### config.mk
export PLATFORM = sky130hd
export DESIGN_NAME = mvm_uart_tx
export DESIGN_NICKNAME = d
export VERILOG_FILES = /design/src/rtl/mvm_uart_tx.sv
export SDC_FILE = /design/constraint.sdc
export NUM_CORES = 1
export LEC_CHECK = 0
export CORE_UTILIZATION = 50
export DETAILED_ROUTE_END_ITERATION = 7
export DONT_BUFFER_PORTS = 1
export PLACE_DENSITY_LB_ADDON = 0.3
export SYNTH_ARGS = -nofsm -noshare
export SYNTH_HDL_FRONTEND = slang
export SYNTH_SLANG_ARGS = --single-unit
### constraint.sdc
create_clock -name clk -period 2.25 [get_ports clk]
set_clock_uncertainty 0.05 [all_clocks]
set_input_delay 0.45 -clock clk [delete_from_list [all_inputs] [get_ports clk]]
set_output_delay 0.45 -clock clk [all_outputs]
set_load 0.1 [all_outputs]
### src/rtl/mvm_uart_tx.sv
// mvm_uart_tx: serializes one R x W_Y_OUT result vector into BITS_PER_WORD-bit UART frames on tx.
// Latency: first start bit drives tx the cycle after the s_valid/s_ready handshake edge.
// Backpressure: s_ready is low for the whole vector; s_valid/s_data are ignored until IDLE returns.
module mvm_uart_tx #(
  parameter int CLOCKS_PER_PULSE = 4,
  parameter int BITS_PER_WORD    = 8,
  parameter int PACKET_SIZE_TX   = 13,
  parameter int W_Y_OUT          = 8,
  parameter int R                = 2
) (
  input  logic                   clk,
  input  logic                   rstn,
  input  logic                   s_valid,
  output logic                   s_ready,
  input  logic [R*W_Y_OUT-1:0]   s_data,
  output logic                   tx,
  output logic                   busy
);

  localparam int VW      = R * W_Y_OUT;
  localparam int N_WORDS = VW / BITS_PER_WORD;
  localparam int N_STOP  = PACKET_SIZE_TX - BITS_PER_WORD - 1;
  localparam int PW      = (CLOCKS_PER_PULSE > 1) ? $clog2(CLOCKS_PER_PULSE) : 1;
  localparam int BW      = (PACKET_SIZE_TX > 1) ? $clog2(PACKET_SIZE_TX) : 1;
  localparam int WW      = (N_WORDS > 1) ? $clog2(N_WORDS) : 1;

  localparam logic [PW-1:0] PULSE_LAST = PW'(CLOCKS_PER_PULSE - 1);
  localparam logic [BW-1:0] BIT_LAST   = BW'(PACKET_SIZE_TX - 1);
  localparam logic [WW-1:0] WORD_LAST  = WW'(N_WORDS - 1);

  typedef enum logic {
    IDLE = 1'b0,
    SEND = 1'b1
  } state_t;

  state_t          state;
  logic [PW-1:0]   pulse_cnt;
  logic [BW-1:0]   bit_cnt;
  logic [WW-1:0]   word_cnt;
  // Low BITS_PER_WORD bits always hold the word currently on the wire.
  logic [VW-1:0]   data_q;

  logic                      pulse_wrap;
  logic                      bit_wrap;
  logic                      vec_done;
  logic [PW-1:0]             pulse_nxt;
  logic [BW-1:0]             bit_nxt;
  logic [WW-1:0]             word_nxt;
  logic [VW-1:0]             data_nxt;
  logic [PACKET_SIZE_TX-1:0] frame_nxt;
  logic                      tx_nxt;

  // Next counter values while sending, and the tx level the next cycle must carry.
  always_comb begin
    pulse_wrap = (pulse_cnt == PULSE_LAST);
    bit_wrap   = pulse_wrap && (bit_cnt == BIT_LAST);
    vec_done   = bit_wrap && (word_cnt == WORD_LAST);

    pulse_nxt  = pulse_wrap ? '0 : pulse_cnt + 1'b1;

    bit_nxt    = bit_cnt;
    if (pulse_wrap) begin
      bit_nxt = (bit_cnt == BIT_LAST) ? '0 : bit_cnt + 1'b1;
    end

    word_nxt   = bit_wrap ? word_cnt + 1'b1 : word_cnt;

    // Move the next word into the low slot as the current frame's last stop bit ends.
    data_nxt   = bit_wrap ? (data_q >> BITS_PER_WORD) : data_q;

    // Frame image: start bit in position 0, data LSB first, stop bits on top.
    frame_nxt  = {{N_STOP{1'b1}}, data_nxt[BITS_PER_WORD-1:0], 1'b0};
    tx_nxt     = frame_nxt[bit_nxt];
  end

  // Control FSM: latch a vector in IDLE, then walk pulse/bit/word counters until the last stop bit.
  always_ff @(posedge clk or negedge rstn) begin
    if (!rstn) begin
      state     <= IDLE;
      pulse_cnt <= '0;
      bit_cnt   <= '0;
      word_cnt  <= '0;
      data_q    <= '0;
      tx        <= 1'b1;
      s_ready   <= 1'b1;
      busy      <= 1'b0;
    end else begin
      case (state)
        IDLE: begin
          tx <= 1'b1;
          if (s_valid) begin
            data_q    <= s_data;
            pulse_cnt <= '0;
            bit_cnt   <= '0;
            word_cnt  <= '0;
            tx        <= 1'b0;
            state     <= SEND;
            s_ready   <= 1'b0;
            busy      <= 1'b1;
          end
        end
        SEND: begin
          if (vec_done) begin
            // One idle-high cycle minimum before the next vector's start bit.
            state     <= IDLE;
            pulse_cnt <= '0;
            bit_cnt   <= '0;
            word_cnt  <= '0;
            tx        <= 1'b1;
            s_ready   <= 1'b1;
            busy      <= 1'b0;
          end else begin
            pulse_cnt <= pulse_nxt;
            bit_cnt   <= bit_nxt;
            word_cnt  <= word_nxt;
            data_q    <= data_nxt;
            tx        <= tx_nxt;
          end
        end
        default: begin
          state   <= IDLE;
          tx      <= 1'b1;
          s_ready <= 1'b1;
          busy    <= 1'b0;
        end
      endcase
    end
  end

endmodule

======== Word-level counts from Yosys, hierarchy flattened ========
Cells that the tools add are included.
storage, ports and cells
  bits of input ports ..................... 19
  bits in registers ....................... 27
  output and inout port bits .............. 3
  logic and storage cells ................. 57
operators by class
  equal/unequal tests ..................... 7
  order comparisons ....................... 1
  bitwise operators ....................... 1
  $add $sub $neg .......................... 3
  reduce and logical (&&, ||, !) cells .... 6
  multiplexer cells ....................... 30
operator list
  cell                   number
  $mux W16               3
  $pmux W16 S2           1
  $mux W4                4
  $mux W1                11
  $pmux W1 S2            5
  $pmux W4 S2            1
  $mux W2                3
  $reduce_and A2 Y1      3
  $lt A4 B5 Y1 const B   1
  $add A4 B1 Y4 const B  1
  $bmux W1 S4            1
  $eq A4 B4 Y1 const B   1
  $ne A2 B1 Y1 const B   2
  $ne A2 B2 Y1 const B   2
  $pmux W2 S2            1
  $ne A3 B1 Y1 const B   1
  $reduce_and A3 Y1      1
  $add A2 B1 Y2 const B  1
  $eq A2 B2 Y1 const B   1
  $logic_and A1 B1 Y1    2
  $add A1 B1 Y1 const B  1
  $not A1 Y1             1

======== Longest topological paths before layout ========
  depth in word-level cells ............... 7
  gate-level depth with buffers ........... 9
  gate-level depth less buffers ........... 7

======== Least setup slack after synthesis ========
Ideal clock, no wire load.
  kind .................................... register to register
  start point ............................. register bit_cnt[0]
  end point ............................... register tx
  data required time ...................... 2.121 ns
  setup time .............................. 0.079 ns
  path buffers ............................ 1
  setup slack ............................. 0.324 ns
  arrival ................................. 1.797 ns
  period minus slack after synthesis ...... 1.926 ns
  cell stages (with the launch flop) ...... 9
  cells stage by stage .................... dfrtp_1 buf_2 inv_1 ha_1 mux2_2 and4_1 o41ai_2 nand4_1 o211a_1
on the way
  longest elaborated chain between the ends .. 7
  elaborated cells between the ends (all ways) .. 11
  those cells by class .................... 1 x add/sub; 1 x eq/ne; 7 x mux; 2 x reduce/logical
RTL lines
  what                                                   line    text
  from (decl)                                            38      logic [BW-1:0] bit_cnt;
  from (signal assigned)                                 114     bit_cnt <= bit_nxt;
  $add A4 B1 Y4 / $eq A4 B4 Y1 (equally long branches)   63, 56
  $mux W4 / $logic_and A1 B1 Y1 (equally long branches)  63, 56
  $mux W4 / $mux W16 (equally long branches)             62, 69
  $bmux W1 S4                                            73      tx_nxt = frame_nxt[bit_nxt];
  $mux W1 (implied by the code)                          73
  $mux W1 *                                              103     if (vec_done) begin
  $pmux W1 S2 *                                          88      case (state)
  to (signal assigned)                                   117     tx <= tx_nxt;
  to (decl)                                              16      output logic tx,
Every way passes the cells marked *; elsewhere a longest branch is shown, timed or not. The select of a mux whose other input is x is not followed.
A chain may end at the register's enable or synchronous reset.

======== Final worst setup path ========
  start point ............................. register bit_cnt[1]
  end point ............................... register tx
The elaborated chain is that of the path after synthesis.

==> metrics <==
CTS tree yes; Clock Tree Buf Depth 2; RSZ-0062 raised after global routing no; ys async rst share 1.00; vias in the first global route about 1300; R2R setup slack 0.31 ns; Via density 6.28; vias post-DR 1350; Root Buffer clkbuf_4; Post-Syn Instances 174; placed cell area around 1700 um2; Post-DP HPWL 2580 um; Final Cycle Share 0.860; startpoint types flip-flop; worst slew pin tran approximately 0.52 ns; final wirelength about 3700 um; post-synthesis compound-gate area fraction 0.262; Peak Freq 517 MHz; Post-Synth Simple-Gate Area 0.146; Fin. Hold Viols 0; post-route ant nets 0; maxcap violations 0; H-Tree Depth 1; core area between 3000 and 4000 um2; die area between 3000 and 4000 um2; final instance area ~1700 um2; Setup Buffers After CTS 0; initial antenna violation count 0; Worst R2R Path Depth 7; Sink Count 27; met3 Use GR 0.0262; number of diodes 0; largest family of logic cells by synthesized area compound AO/OA/AOI/OAI gates; Port Buffers 0; total design power 2.29 mW; Die X 59.3 um; status complete, no violations; top post-synthesis cells by count dfrtp_1, o22ai_1, nand2_1; met2 Use GR 0.371; Yosys warnings 0; Hold/Removal Path Class input port to flip-flop; starting density of the core 0.533; fin. max-slew vios 0; Post-Synth Adder-Cell Area 0.0229; Worst EP required 2.49 ns; Slew headroom 0.653; Primary FF master, synth dfrtp_1; share of cells above drive strength 1 0.123; Nets 194; routability cong. between 0.9 and 1; VDD IR max 0.000583 V; syn_area_per_cell 9.43 um2; post-synthesis mux area share 0.0801; GR Util met1 0.340; wire per inst 17.3 um; CTS clock-pin slew for the worst setup and hold paths 0.17 ns; Total Routing Usage GR 0.237; GR peak layer met2; first-pass GRT wire length 6230 um; fin crit period 1.94 ns; Final setup viols 0; clk_lat worst skew 0.34 ns; largest net degree at the start of global routing 30; post-synthesis cell area approximately 1600 um2; Initial DRC Count 92; Area Growth Syn to Fin 4.73%; Synth Area in XOR/XNOR 0.00992; synth unique cells 40; FP Rows 20; Critical R2R Capture tx; Critical Path Start bit_cnt[1]; worst r2r src bit_cnt[1]; drc violations 0; crit path kind flip-flop to flip-flop; synth top area cells dfrtp_1, o22ai_1, mux2i_1, a21oi_1, nand2_1; largest area contributor in the netlist dfrtp_1; synthesis-stage register bit count 27; clock buffer count from CTS 3; setup_tns 0 ns; fraction of the yosys area taken by sequential cells 0.413; EDFF count, synth 0; post-synth net total between 150 and 200; power per cell area 1330 nW/um2; global-route congestion overflow total 0; Max Fanout on Critical Path 18; overall die height around 59 um; Leakage 0.733 nW; share of Yosys cell area claimed by the top area cell type 0.381; TritonRoute pass-1 iters 4; Worst setup endpoint tx; Arrival @ worst endpoint approximately 2.2 ns; total I/O pin count 22; count leader, synth dfrtp_1; Worst Setup End Kind flip-flop
-- cell families (layout without fill, tap and decap cells) --
logic type / count (synthesis) / in the layout
AOI/OAI and AO/OA: 66 / 66
DFF: 27 / 27
buffers and inverters: 21 / 18
xor gates and xnor gates: 1 / 1
muxes: 13 / 13
adders and majority gates: 3 / 3
and+or+nand+nor: 43 / 43
-- cell usage in the layout, fill, tap and decap left out, drive strengths merged, types with 2 or more instances in the layout --
cell / Yosys / layout
dfrtp: 25 / 25
o22ai: 22 / 22
nand2: 20 / 20
a21oi: 16 / 16
mux2i: 12 / 12
nand4: 7 / 7
buf: 10 / 7
inv: 6 / 6
o21ai: 6 / 6
a22oi: 5 / 5
nor2: 5 / 5
and4: 3 / 3
a31oi: 3 / 3
o31ai: 3 / 3
nand3: 3 / 3
clkbuf: 5 / 3
ha: 3 / 3
a32o: 2 / 2
a21boi: 2 / 2
dfstp: 2 / 2
-- worst min path at each step --
stage,start,to,slack (ns),depth (start not counted)
after floorplan,rstn,bit_cnt[0],0.10,0
after global placement,rstn,bit_cnt[3],0.11,0
after detailed placement,rstn,bit_cnt[3],0.11,0
after CTS,s_valid,bit_cnt[0],0.12,1
after global routing,s_valid,bit_cnt[0],0.12,1
final,s_valid,bit_cnt[0],0.13,1
-- power breakdown --
part	total (mW)	switching, mW	internal (mW)
Clock	0.233	0.165	0.0679
Combinational	1.01	0.519	0.488
Sequential	1.05	0.353	0.694
Total	2.29	1.04	1.25
-- state kept, by name, summed over array words and instances (netlist names) --
name and cells:
bit_cnt 4, busy 1, data_q 16, pulse_cnt 2
s_ready 1, state 1, tx 1, word_cnt 1
-- cell type report --
class	count	area, um2
multi-input cells	126	857
inverters	6	22.5
repair buffers	8	75.1
clock buffers	3	22.5
clock inverters	1	7.51
fillers	286	1360
flip-flops and latches	27	678
well taps	44	55.1
-- routing by layer --
layer  routed length [um]  vias up
met5                    0        -
met4                   40        0
met3                  195        4
met2                 1780       43
met1                 1710      651
li1                     -      652
-- what timing repair did --
| action | in CTS | in global routing |
|---|---|---|
| endpoints found under the hold margin | 27 | 0 |
| resized for setup | 0 | 1 |
| hold buffers | 2 | 0 |
| endpoints found under the setup margin | 0 | 2 |
-- critical path, stage by stage (launching register included) --
cell and delay [ns]:
dfrtp_1 0.41, inv_1 0.08, ha_1 0.29, nand4_4 0.31, and4_1 0.30, o41ai_2 0.19, nand4_1 0.12, o211a_1 0.15
-- metrics by stage --
step	hold WS, ns	utilization	instances	setup slack, ns
4_1_cts	0.121	0.557	215	0.144
6_report	0.131	0.558	215	0.314
3_3_place_gp	0.105	0.538	209	0.246
3_5_place_dp	0.105	0.538	209	0.162
5_1_grt	0.124	0.558	215	0.157
2_1_floorplan	0.104	-	174	0.324
(Power assumes the default switching activity.)
